==> config.mk <==
export PLATFORM = sky130hd
export DESIGN_NAME = bitlogic_seq
export DESIGN_NICKNAME = d
export VERILOG_FILES = /design/src/rtl/bitlogic_pkg.sv /design/src/rtl/bitlogic_slice.sv /design/src/rtl/bitlogic_seq.sv
export SDC_FILE = /design/constraint.sdc
export NUM_CORES = 1
export LEC_CHECK = 0
export CAP_MARGIN = 20
export CORE_MARGIN = 4
export CORE_UTILIZATION = 45
export DETAILED_ROUTE_END_ITERATION = 6
export HOLD_SLACK_MARGIN = 0.03
export PLACE_DENSITY = 0.78
export SETUP_SLACK_MARGIN = 0.3
export SLEW_MARGIN = 20
export SYNTH_ARGS = -nofsm -noshare
export SYNTH_HDL_FRONTEND = slang
export SYNTH_SLANG_ARGS = --single-unit
export TNS_END_PERCENT = 5
==> constraint.sdc <==
create_clock -name clk_i -period 4.4 [get_ports clk_i]
set_clock_uncertainty 0.15 [all_clocks]
set_input_delay 0.88 -clock clk_i [delete_from_list [all_inputs] [get_ports clk_i]]
set_output_delay 0.88 -clock clk_i [all_outputs]
set_load 0.02 [all_outputs]
==> src/rtl/bitlogic_pkg.sv <==
// Shared definitions for the bitlogic sequential engine.
// Contents:
//   op_e      - 2-bit operation encoding (AND, OR, XOR, NOR)
//   state_e   - control FSM states (idle, run, done)
//   calc_nsl  - number of slices a Width-bit operand splits into
package bitlogic_pkg;

  typedef enum logic [1:0] {
    OpAnd = 2'b00,
    OpOr  = 2'b01,
    OpXor = 2'b10,
    OpNor = 2'b11
  } op_e;

  typedef enum logic [1:0] {
    StIdle = 2'b00,
    StRun  = 2'b01,
    StDone = 2'b10
  } state_e;

  function automatic int unsigned calc_nsl(input int unsigned width, input int unsigned slice);
    return (slice == 0) ? 0 : width / slice;
  endfunction

endpackage

==> src/rtl/bitlogic_slice.sv <==
// Combinational Slice-wide bitwise operation unit.
// Ports:
//   op_i     - operation select (op_e encoding)
//   left_i   - left operand slice
//   right_i  - right operand slice
//   res_o    - left OP right
module bitlogic_slice
  import bitlogic_pkg::*;
#(
  parameter int unsigned Slice = 8
) (
  input  logic [1:0]       op_i,
  input  logic [Slice-1:0] left_i,
  input  logic [Slice-1:0] right_i,
  output logic [Slice-1:0] res_o
);

  always_comb begin
    res_o = '0;
    unique case (op_e'(op_i))
      OpAnd: res_o = left_i & right_i;
      OpOr:  res_o = left_i | right_i;
      OpXor: res_o = left_i ^ right_i;
      OpNor: res_o = ~(left_i | right_i);
      default: res_o = '0;
    endcase
  end

endmodule

==> src/rtl/bitlogic_seq.sv <==
// Multi-cycle bitwise logic engine: evaluates Width-bit AND/OR/XOR/NOR Slice bits per cycle
// behind a start / result-ready handshake, with an accumulate mode that chains results.
// Ports:
//   clk_i          - rising-edge clock
//   rst_ni         - asynchronous active-low reset
//   start_i        - request pulse, honoured only in idle or done
//   op_i           - 00 AND, 01 OR, 10 XOR, 11 NOR
//   accumulate_i   - 1: left operand is the accumulator, 0: operand_a_i
//   operand_a_i    - left operand
//   operand_b_i    - right operand
//   busy_o         - high while slices are being processed
//   result_o       - final result, held until the next accepted start completes
//   result_rdy_o   - one-cycle pulse when result_o is fresh
//   zero_o         - result_o == 0
module bitlogic_seq
  import bitlogic_pkg::*;
#(
  parameter int unsigned Width = 32,
  parameter int unsigned Slice = 8
) (
  input  logic             clk_i,
  input  logic             rst_ni,
  input  logic             start_i,
  input  logic [1:0]       op_i,
  input  logic             accumulate_i,
  input  logic [Width-1:0] operand_a_i,
  input  logic [Width-1:0] operand_b_i,
  output logic             busy_o,
  output logic [Width-1:0] result_o,
  output logic             result_rdy_o,
  output logic             zero_o
);

  localparam int unsigned Nsl  = calc_nsl(Width, Slice);
  localparam int unsigned CntW = (Nsl > 1) ? $clog2(Nsl) : 1;

  if ((Width % Slice) != 0) begin : gen_width_err
    $error("bitlogic_seq: Width must be a multiple of Slice");
  end

  state_e                      state_q, state_d;
  logic   [CntW-1:0]           cnt_q, cnt_d;
  op_e                         op_q, op_d;
  logic   [Nsl-1:0][Slice-1:0] left_q, left_d;
  logic   [Nsl-1:0][Slice-1:0] right_q, right_d;
  logic   [Nsl-1:0][Slice-1:0] asm_q, asm_d;
  logic   [Width-1:0]          result_q, result_d;
  logic   [Width-1:0]          acc_q, acc_d;
  logic                        zero_q, zero_d;

  logic             accept;
  logic             last_slice;
  logic [Slice-1:0] slice_res;

  assign accept     = start_i && ((state_q == StIdle) || (state_q == StDone));
  assign last_slice = (cnt_q == CntW'(Nsl - 1));

  // ---------------------------------------------------------------------------
  // FSM
  // ---------------------------------------------------------------------------
  always_ff @(posedge clk_i or negedge rst_ni) begin
    if (!rst_ni) begin
      state_q <= StIdle;
    end else begin
      state_q <= state_d;
    end
  end

  always_comb begin
    state_d = state_q;
    unique case (state_q)
      StIdle:  if (start_i) state_d = StRun;
      StRun:   if (last_slice) state_d = StDone;
      StDone:  state_d = start_i ? StRun : StIdle;
      default: state_d = StIdle;
    endcase
  end

  always_comb begin
    busy_o       = (state_q == StRun);
    result_rdy_o = (state_q == StDone);
  end

  // ---------------------------------------------------------------------------
  // Datapath
  // ---------------------------------------------------------------------------
  bitlogic_slice #(
    .Slice (Slice)
  ) u_slice (
    .op_i    (op_q),
    .left_i  (left_q[cnt_q]),
    .right_i (right_q[cnt_q]),
    .res_o   (slice_res)
  );

  always_comb begin
    cnt_d    = cnt_q;
    op_d     = op_q;
    left_d   = left_q;
    right_d  = right_q;
    asm_d    = asm_q;
    result_d = result_q;
    zero_d   = zero_q;
    acc_d    = acc_q;

    if (state_q == StRun) begin
      asm_d[cnt_q] = slice_res;
      cnt_d        = cnt_q + 1'b1;
      // Publish only once the final slice lands so result_o never shows a mix.
      if (last_slice) begin
        result_d = asm_d;
        zero_d   = (asm_d == '0);
      end
    end

    if (state_q == StDone) begin
      acc_d = result_q;
    end

    if (accept) begin
      op_d    = op_e'(op_i);
      right_d = operand_b_i;
      // In done the accumulator write is still pending; take the result directly.
      if (accumulate_i) begin
        left_d = (state_q == StDone) ? result_q : acc_q;
      end else begin
        left_d = operand_a_i;
      end
      cnt_d = '0;
    end
  end

  always_ff @(posedge clk_i or negedge rst_ni) begin
    if (!rst_ni) begin
      cnt_q    <= '0;
      op_q     <= OpAnd;
      left_q   <= '0;
      right_q  <= '0;
      asm_q    <= '0;
      result_q <= '0;
      acc_q    <= '0;
      zero_q   <= 1'b1;
    end else begin
      cnt_q    <= cnt_d;
      op_q     <= op_d;
      left_q   <= left_d;
      right_q  <= right_d;
      asm_q    <= asm_d;
      result_q <= result_d;
      acc_q    <= acc_d;
      zero_q   <= zero_d;
    end
  end

  assign result_o = result_q;
  assign zero_o   = zero_q;

endmodule

# Word-level counts from Yosys, hierarchy flattened
# Cells that the tools add are included.
# classes
addsub,1
order_cmp,2
eq_ne,8
muxes,16
bitwise_logic,4
reduce_logical,9
# op_table
operator,count
$mux W32,2
$bmux W8 S2,2
$bwmux W32,1
$logic_not A32 Y1,1
$pmux W8 S4,1
$mux W8,3
$demux W8 S2,1
$and A8 B8 Y8,1
$eq A2 B2 Y1 const B,4
$mux W2,4
$not A8 Y8,1
$or A8 B8 Y8,1
$xor A8 B8 Y8,1
$pmux W2 S3,1
$eq A2 B1 Y1 const B,2
$logic_not A2 Y1,2
$reduce_and A2 Y1,2
$lt A2 B3 Y1 const B,1
$add A2 B1 Y2 const B,1
$ge A2 B1 Y1 const B,1
$logic_and A1 B1 Y1,2
$ne A2 B1 Y1 const B,1
$ne A2 B2 Y1 const B,1
$reduce_bool A2 Y1,1
other kinds (2),2
# totals
register_bits,167
in_bits,70
output_inout_bits,35

# Depth between registers and ports, before layout
# Gate-level depths: netlist of the first run.
# depth
ltp_word,7
ltp_mapped,12
mapped_depth_nobuf,10

# By module
# A second synthesis of the first run with hierarchy kept.
# unflattened
cells_unflattened,654
hier_area_um2,7928.9
# by_module_without_submodules
module,instances,cells_each,area_per_inst_um2
bitlogic_seq,1,595,7402.1
bitlogic_slice,1,59,526.8

# Worst setup path after synthesis of the first run
# Ideal clock, no wire load.
# synth_timing
kind,reg2reg
startpoint,register cnt_q[0]
endpoint,"register zero_q, in the netlist zero_o"
setup_ns,0.072
arrival_ns,3.162
required_time_ns,4.178
path_slack_ns,1.016
stages_incl_launch_ff,13
path_buffers,2
period_less_slack_ns,3.384
path_cell_list,dfrtp_1 > buf_2 > buf_2 > mux4_2 > inv_1 > ha_1 > mux2_4 > a31o_2 > a2111oi_4 > nand4_1 > nor4_1 > nand4_1 > o21ai_1
# synth_via
elab_chain_len,7
elab_cells_between_ends,18
# synth_rtl
item,line_no,rtl
start: declaration,bitlogic_seq.sv:42,"logic [CntW-1:0] cnt_q, cnt_d;"
start signal: assignment,bitlogic_seq.sv:144,cnt_q <= cnt_d;
$bmux W8 S2 (on tied branches),"bitlogic_seq.sv:91, bitlogic_seq.sv:92",
$mux W8 (on tied branches),"bitlogic_seq.sv:91, bitlogic_seq.sv:92",
$or A8 B8 Y8,"bitlogic_slice.sv:22, bitlogic_slice.sv:24",
$not A8 Y8,bitlogic_slice.sv:24,OpNor: res_o = ~(left_i | right_i);
$pmux W8 S4,bitlogic_slice.sv:20,unique case (op_e'(op_i))
$bwmux W32,bitlogic_seq.sv:107,asm_d[cnt_q] = slice_res;
$logic_not A32 Y1,bitlogic_seq.sv:112,zero_d = (asm_d == '0);
end signal: assignment,bitlogic_seq.sv:151,zero_q <= zero_d;
end: declaration,bitlogic_seq.sv:49,"logic zero_q, zero_d;"
# Parallel ways exist; a longest one is shown, timed or not. The select of a mux whose other input is x is not followed.
# A chain may end at the register's enable or synchronous reset.

# Worst setup path in the final report of the first run
# Ends and elaborated chain as after synthesis.

==> results of run 1 <==
==> cells in the mapped netlist, drive strengths merged, types with 4 or more instances <==
cell	number
a21oi	12
a31oi	8
buf	14
clkbuf	34
dfrtp	158
ha	20
inv	27
mux2	71
mux2i	42
mux4	16
nand2	110
nand2b	5
nand3	4
nand4	5
nor2	10
nor2b	10
nor3	10
o21ai	113
==> final cells by class <==
type | count | share of cell area (%)
Clock buffer | 18 | 4.66
Clock inverter | 14 | 2.01
Inverter | 27 | 1.08
Multi-Input combinational cell | 454 | 35.3
Sequential cell | 159 | 42.3
Tap cell | 220 | 2.92
Timing Repair Buffer | 113 | 11.7
==> per-layer routing <==
layer	GRT usage, %	share of wire [%]	vias up
li1	-	-	2571
met2	33.6	48	218
met1	27.6	42	2749
met4	9.36	3.9	0
met5	0	0	-
met3	4.77	6.1	44
==> tightest hold or removal path, cell delays in order (launching register included) <==
cell	delay (ps)
sky130_fd_sc_hd__dfrtp_1	340
sky130_fd_sc_hd__nand2_1	50
sky130_fd_sc_hd__o21ai_0	60
==> logic make-up (layout without fill, tap and decap cells) <==
family	Yosys count	in the layout	synth area share (%)
AO/OA/AOI/OAI	146	146	10.6
adder cells (fa/ha/maj)	20	20	3.29
buffers and inverters	75	172	4.06
flip-flops	159	159	52.3
multiplexers	129	129	20.8
AND/OR/NAND/NOR	159	159	8.91
==> per-stage QoR <==
step | hold slack (ps) | instance area, um2 | utilization, % | std cells
floorplan | 292 | 7610 | - | 688
global placement | 312 | 8790 | 53.0 | 973
detailed placement | 319 | 8790 | 53.0 | 973
CTS | 335 | 9420 | 56.8 | 1005
global route | 364 | 9420 | 56.8 | 1005
finish | 338 | 9420 | 56.8 | 1005
==> flip-flops by register name, indices dropped and copies added, names as in the netlist <==
register and cells:
acc_q 32, left_q 32, result_o 32, right_q 32, asm_q 24, cnt_q 2, op_q 2, state_q 2
zero_o 1
==> report_power, final <==
| part | internal, mW | switching (mW) | total (mW) |
|---|---|---|---|
| registers | 2.12 | 0.573 | 2.69 |
| logic | 1.56 | 2.02 | 3.57 |
| clock network | 0.963 | 0.597 | 1.56 |
==> placed cells by master (no fill, tap or decap), types with 3 or more instances in the layout <==
cell,synthesis,routed
sky130_fd_sc_hd__mux2i_1,42,42
sky130_fd_sc_hd__clkinvlp_4,0,3
sky130_fd_sc_hd__buf_4,1,9
sky130_fd_sc_hd__clkbuf_16,0,17
sky130_fd_sc_hd__ha_1,20,20
sky130_fd_sc_hd__clkdlybuf4s50_1,0,102
sky130_fd_sc_hd__nand2_1,110,110
sky130_fd_sc_hd__o21ai_0,112,112
sky130_fd_sc_hd__mux2_2,70,70
sky130_fd_sc_hd__a31oi_1,8,8
sky130_fd_sc_hd__inv_1,27,27
sky130_fd_sc_hd__dfrtp_1,158,158
sky130_fd_sc_hd__nand2b_1,5,4
sky130_fd_sc_hd__nor2_1,10,10
sky130_fd_sc_hd__nor3_1,10,10
sky130_fd_sc_hd__clkinv_2,0,4
sky130_fd_sc_hd__nand4_1,5,5
sky130_fd_sc_hd__a21oi_1,11,11
sky130_fd_sc_hd__bufinv_16,0,4
sky130_fd_sc_hd__nand3_1,4,4
sky130_fd_sc_hd__nor2b_1,10,9
sky130_fd_sc_hd__mux4_2,16,16
==> worst max-delay path by stage <==
stage,slack (ps),from,cells past startpoint,to
after global routing,500,cnt_q[0],11,zero_o
after CTS,830,cnt_q[0],11,zero_o
after floorplan,1020,cnt_q[0],12,zero_o
final,820,cnt_q[0],11,zero_o
after detailed placement,840,cnt_q[0],11,zero_o
after global placement,960,cnt_q[0],11,zero_o
==> summary.md, run 1 <==
| Metric | Value |
|---|---|
| Status | completed |
| Net count of the mapped netlist | 778 |
| Post-synth top flop | sky130_fd_sc_hd__dfrtp_1 |
| Overall power consumption | 7.83 mW |
| Maximum root-to-sink buffer count | 2 |
| CTS tree | built |
| R2r startpoint | cnt_q[0] |
| Slowest-stage cell, CP | sky130_fd_sc_hd__dfrtp_1 |
| Root Buffer Master | sky130_fd_sc_hd__clkbuf_16 |
| Reported leakage power | 4.18 nW |
| Clock latency on the worst-skew pair | 430 ps |
| Time the final worst path needs with I/O delays and setup | 3580 ps |
| Overall die width | 138 um |
| Overall global routing resource usage | 21.0% |
| Transition time at the pin with the least slew margin | 1060 ps |
| Register-to-register setup slack | 820 ps |
| Effective utilization at floorplan | 45.9% |
| Vias in the first global route | 5730 |
| Fraction of post-synthesis cell area in the top cell type by area | 52.0% |
| Final hold viol count | 0 |
| Remaining Overflow, GRT | 0 |
| Post-synthesis async set-or-reset flop share | 100% |
| Library cell occupying the most area in the post-synthesis netlist | sky130_fd_sc_hd__dfrtp_1 |
| CP Capture Type | register |
| Remaining antenna violation count after routing | 0 |
| Synth Area per Inst | 11.1 um2 |
| Type of the worst setup path | register to register |
| Last weighted congestion value of the routability-driven placer | 0.917 |
| Headroom to the max-slew limit | 29.4% |
| Aggregate routed wire length | 19700 um |
| Setup Fix Bufs, Post-CTS | 0 |
| Port Buffers | 104 |
| HPWL Detailed | 14100 um |
| Top cells by area, synth | sky130_fd_sc_hd__dfrtp_1, sky130_fd_sc_hd__mux2_2, sky130_fd_sc_hd__o21ai_0 |
| Synthesis-stage register bit count | 159 |
| Number of gates resized after CTS | 0 |
| Chip height | 138 um |
| Multi-input logic area | 3330 um2 |
| Largest stage delay on the critical path | 700 ps |
| Number of H-tree levels | 4 |
| Top-level port count | 105 |
| Cell Area, Synth | 7610 um2 |
| Residual DRC count | 0 |
| Worst hold path cell count | 2 |
| Hold endpoint | asm_q[13] |
| Final-stage net count | 862 |
| Crit-path cells | buf_4 > mux4_2 > inv_1 > ha_1 > mux2i_1 > nor2_1 > a21oi_1 > a31oi_1 > nor4_1 > nand3_1 > o21ai_1 |
| Critical Path Start Type | register |
| Setup repair after global routing missed its margin | false |
| Wire length of the first global-routing pass | 31500 um |
| IR Drop Worst-Case VDD | 0.355 mV |
| Critical path arrival | 3790 ps |
| Hold/Removal Path Class | register to register |
| Die Footprint | 19100 um2 |
| Final-report setup violation count | 0 |
| Clock-pin slew on the worst setup and hold paths | 70 ps |
| Max FO, Critical Path | 12 |
| Dominant delay contributor by cell family on the critical path | compound AO/OA/AOI/OAI gates |
| Total via count in the routed design | 5582 |
| Sequential standard cell area | 3980 um2 |
| Num CTS Buffers | 17 |
| Pwr/cell area | 831 nW/um2 |
| Layout cells sized above 1 | 17.5% |
| Hold-fix buffer count after cts | 0 |
| EDFF count, synth | 0 |
| Worst min-delay path startpoint | asm_q[13] |
| Std-Cell Core Area | 16600 um2 |
| Pins over their slew limit | 0 |
| Routed length per instance | 19.6 um |
| Detailed-router iteration count before antenna repair | 5 |
| Depth of the worst register-to-register path | 11 |
| Library cells used by synthesis | 42 |
| Filler cells | 1378 |
| Count of routing violations after the opening detailed-route iteration | 404 |
| Clock sink total | 159 |
| Worst reg2reg endpoint | zero_o |
| Portion of the clock cycle consumed by the worst path in the final layout | 81.5% |
| Post-synthesis instance total | 688 |
| Achievable frequency | 0.279 GHz |
| Post-synthesis sequential area ratio | 52.3% |
| Post-detailed-route via-to-cell ratio | 5.55 |
| Number of warning messages in the yosys log | 0 |
| Diode insertion count for antenna repair | 0 |
| Count of buffer and inverter cells on the critical path | 2 |
| Maximum number of pins on one net before global-route repair | 102 |
| Number of antenna violations at the first check in global routing | 0 |
| Setup slack at placement | 836 ps |
| Core Rows | 47 |
| Number of maximum-capacitance violations | 0 |
| Setup slack after layout | 816 ps |
| Area Growth Syn to Fin | 23.8% |
| TNS Setup | 0 ps |
| Required time of the worst setup path | 4610 ps |
(Power assumes the default switching activity.)
==> run 2, diff against run 1 <==
- PLACE_DENSITY: 0.78 -> 0.8
- clock period: 4.4 -> 3.1 ns (I/O delays scaled with it)
==> summary.md, run 2 (synthesis gave the netlist of run 1 again) <==
| Metric | Value |
|---|---|
| Chip height | 138 um (unchanged) |
| Number of antenna violations at the first check in global routing | 0 (unchanged) |
| Largest stage delay on the critical path | 510 ps (-190 ps) |
| Remaining antenna violation count after routing | 0 (unchanged) |
| Aggregate routed wire length | 20200 um (+2.5%) |
| Layout cells sized above 1 | 23.6% (+6.1 points) |
| Overall die width | 138 um (unchanged) |
| Register-to-register setup slack | 160 ps (-650 ps) |
| Type of the worst setup path | register to register |
| Hold/Removal Path Class | input pin to async pin |
| Count of buffer and inverter cells on the critical path | 2 (unchanged) |
| Internal power component | 7.23 mW (+56%) |
| Residual DRC count | 0 (unchanged) |
| Wire length of the first global-routing pass | 31800 um (+0.94%) |
| Portion of total power attributed to the clock network | 18.3% (-1.6 points) |
| Count of routing violations after the opening detailed-route iteration | 522 (+29%) |
| CTS tree | built |
| Time the final worst path needs with I/O delays and setup | 2940 ps (-648 ps) |
| Relative contribution of combinational cells to total power | 51.4% (+5.7 points) |
| IR Drop Worst-Case VDD | 0.652 mV (+84%) |
| HPWL Detailed | 14600 um (+3.1%) |
| Remaining Overflow, GRT | 0 (unchanged) |
| Core Rows | 47 (unchanged) |
| Critical path arrival | 3150 ps (-640 ps) |
| Slowest-stage cell, CP | sky130_fd_sc_hd__mux4_2 |
| Final-stage net count | 892 (+3.5%) |
| R2r startpoint | cnt_q[0] |
| Clock-pin slew on the worst setup and hold paths | 60 ps (about the same) |
| Die Footprint | 19100 um2 (unchanged) |
| Required time of the worst setup path | 3310 ps (-1300 ps) |
| Number of maximum-capacitance violations | 0 (unchanged) |
| Routed length per instance | 19.5 um (-0.48%) |
| Sw power | 4.87 mW (+53%) |
| Most common library cell in the layout ignoring fill and taps | sky130_fd_sc_hd__dfrtp_1 |
| Std-Cell Core Area | 16600 um2 (unchanged) |
| Core Util, Final | 59.2% (+2.4 points) |
| Depth of the worst register-to-register path | 11 (unchanged) |
| Area Growth Syn to Fin | 29.1% |
| Headroom to the max-slew limit | 52.6% (+23 points) |
| Dominant delay contributor by cell family on the critical path | multiplexers |
| Switching Share | 40.2% (-0.45 points) |
| Num CTS Buffers | 17 (unchanged) |
| Portion of the clock cycle consumed by the worst path in the final layout | 94.7% (+13 points) |
| Final-report setup violation count | 0 (unchanged) |
| Clock latency on the worst-skew pair | 430 ps (about the same) |
| Post-detailed-route via-to-cell ratio | 5.52 (-0.53%) |
| Worst reg2reg endpoint | zero_o |
| Total via count in the routed design | 5718 (+2.4%) |
| Achievable frequency | 0.341 GHz (+22%) |
| Reported leakage power | 4.36 nW (+4.2%) |
| Top-level port count | 105 (unchanged) |
| Most frequent cells in the layout | sky130_fd_sc_hd__dfrtp_1, sky130_fd_sc_hd__nand2_1, sky130_fd_sc_hd__clkdlybuf4s50_1, sky130_fd_sc_hd__o21ai_0, sky130_fd_sc_hd__mux2_2 |
| Vias in the first global route | 5822 (+1.6%) |
| Pwr/cell area | 1230 nW/um2 (+48%) |
| Maximum number of pins on one net before global-route repair | 70 (-31%) |
| Detailed-router iteration count before antenna repair | 5 (unchanged) |
| Port Buffers | 104 (unchanged) |
| Clock sink total | 159 (unchanged) |
| Transition time at the pin with the least slew margin | 711 ps (-348 ps) |
| Overall global routing resource usage | 21.2% (+0.25 points) |
| Final hold viol count | 0 (unchanged) |
| CP Capture Type | register |
| TNS Setup | 0 ps (unchanged) |
| Sequential group share of total power | 30.3% (-4.1 points) |
| Critical Path Start Type | register |
| CP Depth | 11 (unchanged) |
| Diode insertion count for antenna repair | 0 (unchanged) |
| Maximum root-to-sink buffer count | 2 (unchanged) |
| Cell seen most often among critical-path stages | sky130_fd_sc_hd__nand4_1 |
| Crit-path cells | buf_12 > mux4_2 > inv_1 > ha_4 > mux2_4 > a31o_4 > a2111oi_4 > nand4_1 > nor4_1 > nand4_1 > o21ai_1 |
| Last weighted congestion value of the routability-driven placer | 0.923 (+0.68%) |
| Root Buffer Master | sky130_fd_sc_hd__clkbuf_16 |
| Setup repair after global routing missed its margin | true |
| Status | completed |
| Pins over their slew limit | 0 (unchanged) |
| Max FO, Critical Path | 4 (-8) |
| Effective utilization at floorplan | 45.9% (unchanged) |
| Number of H-tree levels | 4 (unchanged) |
run 2: changes by cell type in the layout (fill, tap and decap cells not counted), moves of 4 or more:
cell,delta
sky130_fd_sc_hd__ha_1,-6
sky130_fd_sc_hd__inv_1,-6
sky130_fd_sc_hd__inv_2,+5
sky130_fd_sc_hd__o21ai_1,+18
sky130_fd_sc_hd__buf_6,+5
sky130_fd_sc_hd__ha_4,+4
sky130_fd_sc_hd__o21ai_0,-21
sky130_fd_sc_hd__buf_4,+23
run 2: cell type report:
class / instances / area [um2]
inverter: 27 / 104
clock buffer: 19 / 443
clock inverter: 13 / 185
tap: 220 / 275
timing repair buffer: 143 / 1370
fill: 1300 / 6760
sequential: 159 / 3980
multi-input combinational: 454 / 3460
run 2: how the worst max path moves through the flow:
stage / start / endpoint / slack, ps
after detailed placement: cnt_q[0] / zero_o / 60
final: cnt_q[0] / zero_o / 160
after global routing: cnt_q[0] / zero_o / -30
after floorplan: cnt_q[0] / zero_o / 90
after CTS: cnt_q[0] / zero_o / 160
after global placement: cnt_q[0] / zero_o / 140
run 2: stage by stage:
step	area (um2)	hold WS, ps	setup slack (ps)	power [mW]	instances
after global routing	9820	79.3	-31.2	12.9	1035
after global placement	8980	306	139	9.07	996
after detailed placement	8980	319	56.5	9.27	996
after CTS	9700	61.1	161	11.7	1035
after floorplan	7640	174	93.9	7.11	688
final	9820	36.0	164	12.1	1035
run 2: timing repair:
| item | CTS | global route |
|---|---|---|
| setup buffers | 7 | 0 |
| hold buffers | 0 | 0 |
| resized for setup | 3 | 55 |
| pin swaps | 3 | 3 |
| setup endpoints to repair | 9 | 31 |
run 2: layer usage:
| layer | wire length (um) | GRT usage [%] | up-vias | share of wire, % |
|---|---|---|---|---|
| met1 | 8250 | 27.8 | 2864 | 41 |
| li1 | - | - | 2626 | - |
| met2 | 10300 | 35.3 | 201 | 51 |
| met4 | 398 | 6.45 | 0 | 2.0 |
| met5 | 0 | 0 | - | 0 |
| met3 | 1220 | 5.15 | 27 | 6.0 |
run 2: power groups by stage:
stage	Clock [mW]	Sequential, mW	Combinational (mW)
3_3_place_gp	0	3.63	5.44
5_1_grt	2.34	3.77	6.76
2_1_floorplan	0	3.60	3.51
3_5_place_dp	0	3.67	5.60
6_report	2.22	3.67	6.22
4_1_cts	2.24	3.65	5.81
